==> src/rtl/timer_pkg.sv <==
// Shared types and helpers for the parametrised timer.
// The prescaler is built only when TIMER_PRESCALER_EN is defined.
package timer_pkg;

    localparam logic [1:0] ST_IDLE = 2'b00;
    localparam logic [1:0] ST_RUN  = 2'b01;
    localparam logic [1:0] ST_DONE = 2'b10;

    typedef enum logic [1:0] {
        IDLE = ST_IDLE,
        RUN  = ST_RUN,
        DONE = ST_DONE
    } timer_state_t;

    // A single-cycle prescaler still needs one bit of storage.
    function automatic int unsigned prescale_width(input int unsigned prescale);
        return (prescale > 1) ? $clog2(prescale) : 1;
    endfunction

endpackage

==> src/rtl/timer_prescaler.sv <==
// Step-enable generator: pulses step once every PRESCALE enabled cycles.
// Instantiated by timer_param only when TIMER_PRESCALER_EN is defined.
module timer_prescaler
    import timer_pkg::*;
#(
    parameter int PRESCALE = 1
) (
    input  logic clock,
    input  logic resetn,
    input  logic clear,
    input  logic enable,
    output logic step
);

    localparam int unsigned PW = prescale_width(PRESCALE);
    localparam logic [PW-1:0] LAST = PW'(PRESCALE - 1);

    logic [PW-1:0] pre_count;

    assign step = enable && (pre_count == LAST);

    always_ff @(posedge clock or negedge resetn) begin
        if (!resetn) begin
            pre_count <= '0;
        end else if (clear) begin
            pre_count <= '0;
        end else if (step) begin
            pre_count <= '0;
        end else if (enable) begin
            pre_count <= pre_count + PW'(1);
        end
    end

endmodule

==> src/rtl/timer_param.sv <==
// Parametrised up-counter timer with one-shot/periodic modes and expiry pulse.
// Optional step prescaler enabled by defining TIMER_PRESCALER_EN.
//
// state | meaning
// IDLE  | cleared, count 0, not yet stepped
// RUN   | counting toward timer_final_value
// DONE  | one-shot expired, count held until clear/reset
module timer_param
    import timer_pkg::*;
#(
    parameter int WIDTH    = 10,
    parameter int PRESCALE = 1
) (
    input  logic             clock,
    input  logic             resetn,
    input  logic             clear,
    input  logic             timer_active,
    input  logic             mode_periodic,
    input  logic [WIDTH-1:0] timer_final_value,
    output logic [WIDTH-1:0] timer_count,
    output logic             timer_tick,
    output logic             timer_done
);

    timer_state_t     state, next_state;
    logic [WIDTH-1:0] next_count;
    logic             next_tick;
    logic             step;

`ifdef TIMER_PRESCALER_EN
    timer_prescaler #(
        .PRESCALE (PRESCALE)
    ) u_prescaler (
        .clock  (clock),
        .resetn (resetn),
        .clear  (clear),
        .enable (timer_active && (state != DONE)),
        .step   (step)
    );
`else
    assign step = timer_active;
`endif

    assign timer_done = (state == DONE);

    always_ff @(posedge clock or negedge resetn) begin
        if (!resetn) begin
            state       <= IDLE;
            timer_count <= '0;
            timer_tick  <= 1'b0;
        end else begin
            state       <= next_state;
            timer_count <= next_count;
            timer_tick  <= next_tick;
        end
    end

    // Compare is >= so a final value lowered below the count expires instead of wrapping.
    always_comb begin
        next_state = state;
        next_count = timer_count;
        next_tick  = 1'b0;
        if (clear) begin
            next_state = IDLE;
            next_count = '0;
        end else begin
            case (state)
                IDLE, RUN: begin
                    if (step) begin
                        next_state = RUN;
                        if (timer_count >= timer_final_value) begin
                            next_tick = 1'b1;
                            if (mode_periodic) begin
                                next_count = '0;
                            end else begin
                                next_state = DONE;
                            end
                        end else begin
                            next_count = timer_count + WIDTH'(1);
                        end
                    end
                end
                DONE: begin
                    next_state = DONE;
                end
                default: begin
                    next_state = IDLE;
                    next_count = '0;
                end
            endcase
        end
    end

endmodule

==> config.mk <==
export PLATFORM = sky130hd
export DESIGN_NAME = timer_param
export DESIGN_NICKNAME = d
export VERILOG_FILES = /design/src/rtl/timer_pkg.sv /design/src/rtl/timer_prescaler.sv /design/src/rtl/timer_param.sv
export SDC_FILE = /design/constraint.sdc
export NUM_CORES = 1
export LEC_CHECK = 0
export BUFFER_PORTS_ARGS = -buffer_cell sky130_fd_sc_hd__buf_2
export CORE_MARGIN = 5
export CORE_UTILIZATION = 50
export CTS_BUF_LIST = sky130_fd_sc_hd__clkbuf_4
export CTS_CLUSTER_DIAMETER = 50
export DETAILED_ROUTE_END_ITERATION = 8
export HOLD_SLACK_MARGIN = 0.12
export PLACE_DENSITY = 0.81
export SETUP_SLACK_MARGIN = 0.2
export SYNTH_ARGS = -nofsm -noshare
export SYNTH_HDL_FRONTEND = slang
export SYNTH_SLANG_ARGS = --single-unit
==> constraint.sdc <==
create_clock -name clock -period 4.7 [get_ports clock]
set_input_delay 0.47 -clock clock [delete_from_list [all_inputs] [get_ports clock]]
set_output_delay 0.47 -clock clock [all_outputs]
set_load 0.1 [all_outputs]
==> run summary <==
run status = completed
global-route wire length before repair = 3.52 mm
vias in the first global route = 812
post-synthesis sequential area ratio = 33.2%
TritonCTS clock tree = done
DIE HEIGHT = 54.3 um
Post-Synthesis Cell Area = 980 um2
cell-internal power = 170 uW
Final Cycle Share = 47.7%
Pleak = 0.000674 uW
Rel. slew slack = 57.3%
area share of the largest cell type after synthesis = 33.2%
Iteration-0 DRC Markers = 12
Yosys warning total = 0
Final WS setup = 2.46 ns
dpl cells = 150
worst hold path type = in -> reg
Post-CTS Resized = 0
HPWL after DPL = 1.63 mm
Switch Pwr = 68.5 uW
Startpoint Class = register
Cells after Synth = 98
Flop pwr share = 48.8%
H-tree levels = 1
Final Setup Violations = 0
hold depth = 2
Crit Path Class = reg -> reg
setup slack at placement = 2.35 ns
Setup TNS Final = 0 ns
Max Slew Vio Count = 0
Combinational Power Share = 19.6%
Mapped Nets = 124
crit path DAT = 2.46 ns
FF+latch area = 325 um2
Overflow after GRT = 0
Cell Area, Placed = 0.00113 mm2
Routed WL = 2.09 mm
Synth area leaders = dfrtp_1 33%, ha_1 14%, a221o_1 5.1%
Port Buf Inserts = 26
post-synthesis cell type count = 32
root buffer cell = clkbuf_4
via count = 822
GRT Overall Usage = 16.4%
share of cells above drive strength 1 = 39.8%
area of the multi-input gates = 602 um2
CP endpoint kind = register
Maximum Capacitance Violations = 0
I/O Pins = 27
FF+latch count, synth = 13
Area growth syn-to-layout = 19.7%
worst slew pin tran = 0.639 ns
n_diodes = 0
effective utilization at floorplan = 51.0%
routability cong. = 0.764
routed len/inst = 13.5 um
cell area power density = 203 mW/mm2
Fill cells = 164
Finished Cell Area = 0.00117 mm2
CTS Buf Count = 3
leading cell types in the layout, fill and taps excluded = 26 x buf_2, 13 x dfrtp_1, 11 x inv_1, 11 x nor2_1, 11 x ha_1
Core Footprint = 0.00192 mm2
Routed Antenna Nets = 0
Final #Nets = 155
initial antenna violation count = 0
Die X = 54.3 um
Min Clock Period, post-route = 2.24 ns
Fin. Hold Viols = 0
Critical Path RT = 4.92 ns
die area = 0.00294 mm2
Worst Skew = 0.00337 ns
drt pass-1 iters = 4
Via density = 5.30
Switching Fraction = 28.7%
RSZ-0062 raised after global routing = no
Crit Path Max Fanout = 10
largest net degree at the start of global routing = 18
commonest non-fill, non-tap cell in the layout = buf_2
Max Clock Freq = 446 MHz
clk buf depth = 2
clk_lat worst skew = 0.28 ns
fin cells = 155
CTS Sinks = 13
peak supply drop = 0.000172 V
Clock Power Share = 31.6%
DRC viols = 0
largest area contributor in the netlist = dfrtp_1
syn avg cell area = 10.0 um2
clock-pin slew on the worst setup and hold paths = 0.08 ns
FP Rows = 16
R2R depth = 6
[logic make-up after synthesis]
logic type | count (synthesis) | share of synthesized area (%)
DFF | 13 | 33.2
adders and majority gates | 11 | 14.0
buffers and inverters | 12 | 5.36
muxes | 1 | 1.15
and+or+nand+nor | 36 | 20.8
AOI/OAI and AO/OA | 24 | 24.5
xor gates and xnor gates | 1 | 0.894
[cells in the mapped netlist]
library cell	count
inv_1	11
a221o_1	5
nand2_1	6
a22o_2	1
nor3b_1	1
buf_6	1
a21oi_2	1
nor3b_2	1
xor2_1	1
mux2_2	1
ha_1	11
o21ai_2	1
and3b_2	1
a211o_1	3
a41oi_1	1
a22o_1	1
nand2b_4	1
or2_2	2
nand3_1	4
dfrtp_1	13
a211oi_2	1
a211oi_4	1
o21ai_1	1
o21ba_2	1
a221o_2	1
a21oi_1	3
o41ai_4	1
nor2b_1	3
nor2_1	11
o211ai_2	1
o21ai_0	1
and3_2	6
[registers in the layout, indices dropped and copies added (netlist names)]
| signal | flops |
|---|---|
| timer_count | 10 |
| state | 2 |
| timer_tick | 1 |
[power by group through the flow]
stage / clock network, uW / logic [uW] / registers, uW
2_1_floorplan: 0 / 21.4 / 129
3_3_place_gp: 0 / 44.5 / 119
3_5_place_dp: 0 / 46.4 / 119
4_1_cts: 78.2 / 47.1 / 116
5_1_grt: 82.5 / 51.1 / 117
6_report: 75.2 / 46.6 / 116
[critical path, stage by stage, from the launching register on]
cell	delay [ns]
dfrtp_1	0.47
ha_1	0.35
a41oi_1	0.14
o21ai_2	0.25
a21oi_2	0.14
o41ai_4	0.55
a221o_2	0.27
[metal layers]
| metal | track usage [%] | wire length [um] | vias up |
|---|---|---|---|
| met2 | 30.1 | 1130 | 16 |
| met1 | 18.7 | 850 | 383 |
| met3 | 4.90 | 96 | 2 |
| met5 | 0 | 0 | - |
| li1 | - | - | 421 |
| met4 | 2.90 | 7 | 0 |
[final timing paths]
| path | startpoint | end | slack, ns |
|---|---|---|---|
| worst max-delay path | timer_count[5] | timer_count[2] | 2.46 |
| worst min-delay path | timer_active | state[0] | 0.39 |
| worst max register to register | timer_count[5] | timer_count[2] | 2.46 |
| worst min register to register | timer_count[1] | timer_count[1] | 0.59 |
| max in group asynchronous | resetn | timer_tick | 3.86 |
| min in group asynchronous | resetn | timer_count[4] | 0.60 |
[timing repair]
action                                 in CTS  in global routing
setup buffers                               0                  0
endpoints found under the hold margin      13                  0
hold buffers                                1                  0
[through the flow]
stage / util [%] / power (uW) / hold WS, ns
after floorplan: - / 151 / 0.174
after global routing: 61.0 / 251 / 0.402
after detailed placement: 58.9 / 165 / 0.374
after CTS: 61.0 / 242 / 0.387
final: 61.0 / 238 / 0.395
after global placement: 58.9 / 163 / 0.370
[layout make-up]
class,instances,area share (%)
multi-input combinational,73,51.3
inverter,11,3.52
timing repair buffer,27,12.0
sequential,13,27.7
tap,27,2.88
clock buffer,4,2.56
Note: power is estimated with default switching activity, not from simulation.
